==> config.mk <==
export PLATFORM = sky130hd
export DESIGN_NAME = address_burst_register
export DESIGN_NICKNAME = d
export VERILOG_FILES = /design/src/rtl/mar_pkg.sv /design/src/rtl/address_burst_register_burst_counter.sv /design/src/rtl/address_burst_register.sv
export SDC_FILE = /design/constraint.sdc
export NUM_CORES = 1
export LEC_CHECK = 0
export CAP_MARGIN = 20
export CORE_UTILIZATION = 52
export DETAILED_ROUTE_END_ITERATION = 10
export HOLD_SLACK_MARGIN = 0.08
export PLACE_DENSITY_LB_ADDON = 0.2
export SLEW_MARGIN = 30
export SYNTH_ARGS = -nofsm -noshare
export SYNTH_HDL_FRONTEND = slang
export SYNTH_SLANG_ARGS = --single-unit
==> constraint.sdc <==
create_clock -name clk -period 5.4 [get_ports clk]
set_clock_uncertainty 0.15 [all_clocks]
set_input_delay 0.81 -clock clk [delete_from_list [all_inputs] [get_ports clk]]
set_output_delay 0.81 -clock clk [all_outputs]
set_load 0.005 [all_outputs]
==> src/rtl/mar_pkg.sv <==
// Shared definitions for the address burst register: state encoding and default widths.
package mar_pkg;

    typedef enum logic {
        MAR_IDLE = 1'b0,
        MAR_RUN  = 1'b1
    } mar_state_t;

    localparam int unsigned MAR_ADDR_W    = 4;
    localparam int unsigned MAR_STEP      = 1;
    localparam int unsigned MAR_MAX_BURST = 16;

endpackage : mar_pkg

==> src/rtl/address_burst_register_burst_counter.sv <==
// Loadable down-counter with enable, clear and a registered zero flag.
// Tracks the beats remaining in a burst for address_burst_register.
module burst_counter #(
    parameter int unsigned W = 5
) (
    input  logic         clk,
    input  logic         resetbar,
    input  logic         load,
    input  logic [W-1:0] load_val,
    input  logic         en,
    input  logic         clear,
    output logic         zero
);

    logic [W-1:0] count;

    // Count register; zero flag is updated in step so it is glitch-free.
    always_ff @(posedge clk or negedge resetbar) begin
        if (!resetbar) begin
            count <= '0;
            zero  <= 1'b1;
        end else if (clear) begin
            count <= '0;
            zero  <= 1'b1;
        end else if (load) begin
            count <= load_val;
            zero  <= (load_val == '0);
        end else if (en && !zero) begin
            count <= count - W'(1);
            zero  <= (count == W'(1));
        end
    end

endmodule : burst_counter

==> src/rtl/address_burst_register.sv <==
// Parametrised memory address register with active-low parallel load and a
// self-stepping burst mode. Optional feature macro: MAR_AUTORESTORE_EN
// (when defined, address_out returns to the burst start address on completion).
module address_burst_register
    import mar_pkg::*;
#(
    parameter  int unsigned ADDR_W    = MAR_ADDR_W,
    parameter  int unsigned STEP      = MAR_STEP,
    parameter  int unsigned MAX_BURST = MAR_MAX_BURST,
    localparam int unsigned BURST_W   = $clog2(MAX_BURST + 1)
) (
    input  logic               clk,
    input  logic               resetbar,
    input  logic               loadbar,
    input  logic [ADDR_W-1:0]  address_in,
    input  logic               start,
    input  logic [BURST_W-1:0] burst_len,
    input  logic               hold,
    output logic [ADDR_W-1:0]  address_out,
    output logic               busy,
    output logic               last,
    output logic               done,
    output logic               wrap
);

    mar_state_t         state_q;
    mar_state_t         state_d;
    logic [ADDR_W-1:0]  addr_d;
    logic               wrap_d;
    logic               done_d;
    logic               cnt_load;
    logic               cnt_en;
    logic               cnt_clear;
    logic               cnt_zero;
    logic [BURST_W-1:0] len_clamped;
    logic [BURST_W-1:0] cnt_load_val;
    logic [ADDR_W:0]    sum;

`ifdef MAR_AUTORESTORE_EN
    logic [ADDR_W-1:0]  base_q;
    logic [ADDR_W-1:0]  base_d;
`endif

    // Burst length is clamped to MAX_BURST; the counter holds beats remaining after beat 0.
    assign len_clamped  = (burst_len > BURST_W'(MAX_BURST)) ? BURST_W'(MAX_BURST) : burst_len;
    assign cnt_load_val = len_clamped - BURST_W'(1);

    // Next address with carry out of the top bit for wrap detection.
    assign sum = {1'b0, address_out} + (ADDR_W + 1)'(STEP);

    // Final beat: in a burst with no beats left.
    assign last = busy && cnt_zero;

    // Beats-remaining counter.
    burst_counter #(
        .W (BURST_W)
    ) u_burst_counter (
        .clk      (clk),
        .resetbar (resetbar),
        .load     (cnt_load),
        .load_val (cnt_load_val),
        .en       (cnt_en),
        .clear    (cnt_clear),
        .zero     (cnt_zero)
    );

    // Next-state, next-address and flag logic; load outranks all other activity.
    always_comb begin
        state_d   = state_q;
        addr_d    = address_out;
        wrap_d    = wrap;
        done_d    = 1'b0;
        cnt_load  = 1'b0;
        cnt_en    = 1'b0;
        cnt_clear = 1'b0;
`ifdef MAR_AUTORESTORE_EN
        base_d    = base_q;
`endif
        case (state_q)
            MAR_IDLE: begin
                if (!loadbar) begin
                    addr_d = address_in;
                    wrap_d = 1'b0;
                end else if (start && (burst_len != '0)) begin
                    state_d  = MAR_RUN;
                    cnt_load = 1'b1;
                    wrap_d   = 1'b0;
`ifdef MAR_AUTORESTORE_EN
                    base_d   = address_out;
`endif
                end
            end
            MAR_RUN: begin
                if (!loadbar) begin
                    state_d   = MAR_IDLE;
                    addr_d    = address_in;
                    wrap_d    = 1'b0;
                    cnt_clear = 1'b1;
                end else if (hold) begin
                    state_d = MAR_RUN;
                end else if (!cnt_zero) begin
                    addr_d = sum[ADDR_W-1:0];
                    cnt_en = 1'b1;
                    if (sum[ADDR_W]) begin
                        wrap_d = 1'b1;
                    end
                end else begin
                    state_d = MAR_IDLE;
                    done_d  = 1'b1;
`ifdef MAR_AUTORESTORE_EN
                    addr_d  = base_q;
`endif
                end
            end
            default: begin
                state_d = MAR_IDLE;
            end
        endcase
    end

    // State and registered outputs.
    always_ff @(posedge clk or negedge resetbar) begin
        if (!resetbar) begin
            state_q     <= MAR_IDLE;
            address_out <= '0;
            busy        <= 1'b0;
            done        <= 1'b0;
            wrap        <= 1'b0;
        end else begin
            state_q     <= state_d;
            address_out <= addr_d;
            busy        <= (state_d == MAR_RUN);
            done        <= done_d;
            wrap        <= wrap_d;
        end
    end

`ifdef MAR_AUTORESTORE_EN
    // Burst start address, restored on normal completion.
    always_ff @(posedge clk or negedge resetbar) begin
        if (!resetbar) begin
            base_q <= '0;
        end else begin
            base_q <= base_d;
        end
    end
`endif

endmodule : address_burst_register
==> key figures <==
Outcome
  – Status: finished with violations
  – Failing checks: DRC

Floorplan
  – Starting Density: 0.5803
  – Core area: 1559 µm²
  – Die ar.: 1911 µm²
  – Die X-Extent: 43.71 µm
  – DIE HEIGHT: 43.71 µm
  – IO Pins: 22
  – FP Rows: 14

Critical path
  – CP cell instances: clkdlybuf4s50_1 -> or4_4 -> o2111a_1 -> a311oi_1 -> o21ai_0
  – Worst endpoint required time: 5.39 ns
  – Crit Path Max Fanout: 9
  – Worst path top cell family by delay: compound AO/OA/AOI/OAI gates
  – CP max-delay cell: or4_4
  – WP buf/inv: 1
  – Setup crit start kind: input pin
  – Largest stage delay on the critical path: 0.59 ns
  – WS Path Type: input pin to flip-flop
  – Reg2reg setup slack: 3.24 ns
  – CP arrival: 2.61 ns
  – Crit end category: flip-flop

STA
  – RSZ-0062 raised after global routing: false
  – Minimum clock period: 2.612 ns
  – Final period utilization: 0.4837
  – Fin. max-slew vios: 0
  – Hold Fails Final Rpt: 0
  – Max Fclk: 382.9 MHz
  – Tightest Pin Transition: 0.6271 ns
  – Max-slew headroom: 0.5806
  – Sum Neg Setup Slack: 0 ns
  – Final setup viols: 0

Global routing
  – GRT busiest layer: met2
  – Global-route wire length before repair: 3.498 mm
  – Grt met1 use: 0.3573
  – Overflow after GRT: 0
  – Tot GR Track Use: 0.2498
  – Vias in the first global route: 801
  – Initial antenna violation count: 0
  – Global Route met3 Usage: 0.06250
  – Largest net degree at the start of global routing: 21
  – GRT met2 Usage: 0.3791

Route
  – Final WL: 2.058 mm
  – Number of remaining DRC errors: 3
  – Via density: 6.257
  – DRT Pass-1 Iters: 7
  – Final ANT Viol Nets: 0
  – Routed length per instance: 14.70 µm
  – Starting DRC count in detailed routing: 49
  – Via count: 876

Synth
  – Adder-cell share of the synthesized area: 0.06916
  – Syn Nets: 122
  – Mapped Cells: 103
  – FF+latch count, synth: 13
  – Largest family of logic cells by synthesized area: compound AO/OA/AOI/OAI gates
  – Largest area contributor in the netlist: dfrtp_1
  – Synth Flop Type: dfrtp_1
  – Syn avg cell area: 8.783 µm²
  – Syn. warnings: 0
  – Compound-gate portion of the synthesized area: 0.2310
  – Synth top area share: 0.3320
  – Syn Std Cell Area: 904.6 µm²
  – Asr flop ratio synth: 1.000
  – Post-synth EDFFs: 0
  – Seq/Total Area, Yosys: 0.3610
  – Post-synthesis mux area share: 0.03320
  – Synth top area cells: dfrtp_1 (33%), ha_1 (6.9%), a21oi_1 (3.9%), o21ai_0 (3.9%), inv_1 (3.7%)
  – XOR/XNOR share of the synthesized area: 0.02905
  – Simple-Gate Fraction of Synth Area: 0.2144
  – Unique masters post-synth: 37

Power
  – Total power: 280.8 µW
  – VDD IR max: 0.2217 mV
  – Pleak: 0.0004697 µW
  – PD cells: 246.6 nW/µm²

Clock tree
  – Post-CTS Setup Bufs: 0
  – Worst-path clk slew: 0.08 ns
  – CTS sink cnt: 13
  – Post-CTS sizing: 0
  – Hold buffer count at CTS: 0
  – Insertion delay to the later sink of the worst-skew pair: 0.27 ns
  – Total number of H-tree levels: 1
  – Max clock buf depth: 2
  – CTS tree: built
  – Root Buffer: clkbuf_4
  – Num CTS Buffers: 3

Layout
  – Sequential cell area: 326.6 µm²
  – Final Util: 0.7303
  – Share of cells above drive strength 1: 0.04839
  – # nets final: 144
  – Multi-input gate area: 521.8 µm²
  – Layout fillers: 123
  – Total inserted antenna cells: 0
  – Design area: 1139 µm²
  – Area grow syn2layout: 25.86%

Place
  – Post-DP HPWL: 1.597 mm
  – Cell area after placement: 1112 µm²
  – Buffers on Ports: 21
  – Routability Congestion: 0.8834

Job
  – Max Cap Viol: 0

Min path
  – HP Class: flip-flop to flip-flop
[sequential cells by signal, summed over array words and instances (netlist names)]
register,cells
state_q,1
u_burst_counter.zero,1
u_burst_counter.count,5
done,1
wrap,1
address_out,4
[area by class of cell]
type,instances,area share
Clock buffer,4,0.02308
Sequential cell,13,0.2868
Multi-Input combinational cell,77,0.4582
Tap cell,16,0.01758
Inverter,9,0.02967
Timing Repair Buffer,21,0.1846
[worst register-to-register path: stages, from the launching register on]
cell and delay [ns]:
dfrtp_1 0.43, inv_1 0.13, ha_1 0.18, or3b_2 0.46, or4_1 0.48, o221ai_1 0.10, mux2i_1 0.11
[worst paths after layout]
| kind | from | to | cells after the start |
|---|---|---|---|
| min in group asynchronous | resetbar | address_out[3] | 1 |
| hold reg to reg | u_burst_counter.zero | done | 1 |
| setup / recovery | burst_len[1] | u_burst_counter.count[2] | 5 |
| max in group asynchronous | resetbar | u_burst_counter.zero | 1 |
| hold / removal | u_burst_counter.zero | done | 1 |
| setup reg to reg | u_burst_counter.count[0] | u_burst_counter.count[4] | 6 |
[cell usage after synthesis, drive strengths merged (2+ instances only)]
library cell and count:
o21a 3, inv 9, clkbuf 3, nor2b 3, o21ai 7, xor2 2
nor2 5, or4 3, or3 2, nor4 4, nand2 8, mux2i 3
ha 5, a21oi 7, o221ai 2, nand3 5, a31oi 2, dfrtp 12
[placed cells by master (no fill, tap or decap), drive strengths merged]
| cell type | count |
|---|---|
| nand2 | 8 |
| nor2b | 3 |
| o21ai | 7 |
| o221ai | 2 |
| nor4 | 4 |
| or3 | 2 |
| or3b | 1 |
| mux2i | 3 |
| nand3 | 5 |
| nor3b | 1 |
| dfrtp | 12 |
| o2111a | 1 |
| and4b | 1 |
| a21oi | 7 |
| o21a | 3 |
| dfstp | 1 |
| inv | 9 |
| a311oi | 1 |
| a22oi | 1 |
| a31oi | 2 |
| a211o | 1 |
| ha | 5 |
| or4 | 3 |
| nor2 | 5 |
| xnor2 | 1 |
| clkbuf | 4 |
| xor2 | 2 |
| o41ai | 1 |
| o31ai | 1 |
| and3 | 1 |
| nor3 | 1 |
| clkdlybuf4s50 | 21 |
| a21boi | 1 |
| o22ai | 1 |
| a41o | 1 |
| o32a | 1 |
[per-layer routing]
layer,up-vias,routed length (µm),share of wire
met5,-,0,0
met3,4,172,0.084
li1,429,-,-
met1,395,936,0.45
met4,0,32,0.016
met2,48,916,0.45
[report_power, final]
group	internal [µW]	leakage (µW)	switching (µW)	total, µW
logic	47.0	0.000298	42.2	89.2
registers	113	0.000157	20.1	134
clock network	28.6	0.0000150	29.3	58.0
total	189	0.000470	91.6	281
[per-stage QoR]
stage	instances	hold WS (ns)	setup WS, ns
2_1_floorplan	103	0.3644	3.082
3_3_place_gp	136	0.4183	2.556
3_5_place_dp	136	0.4179	2.491
4_1_cts	140	0.4222	2.776
5_1_grt	140	0.4413	2.637
6_report	140	0.4223	2.788
[cell families (layout without fill, tap and decap cells)]
kind of cell               count (synthesis)  in the layout
AOI/OAI and AO/OA                         31             31
xor gates and xnor gates                   3              3
adders and majority gates                  5              5
buffers and inverters                     13             34
DFF                                       13             13
muxes                                      3              3
and+or+nand+nor                           35             35
Power figures use the tool's default switching activity.
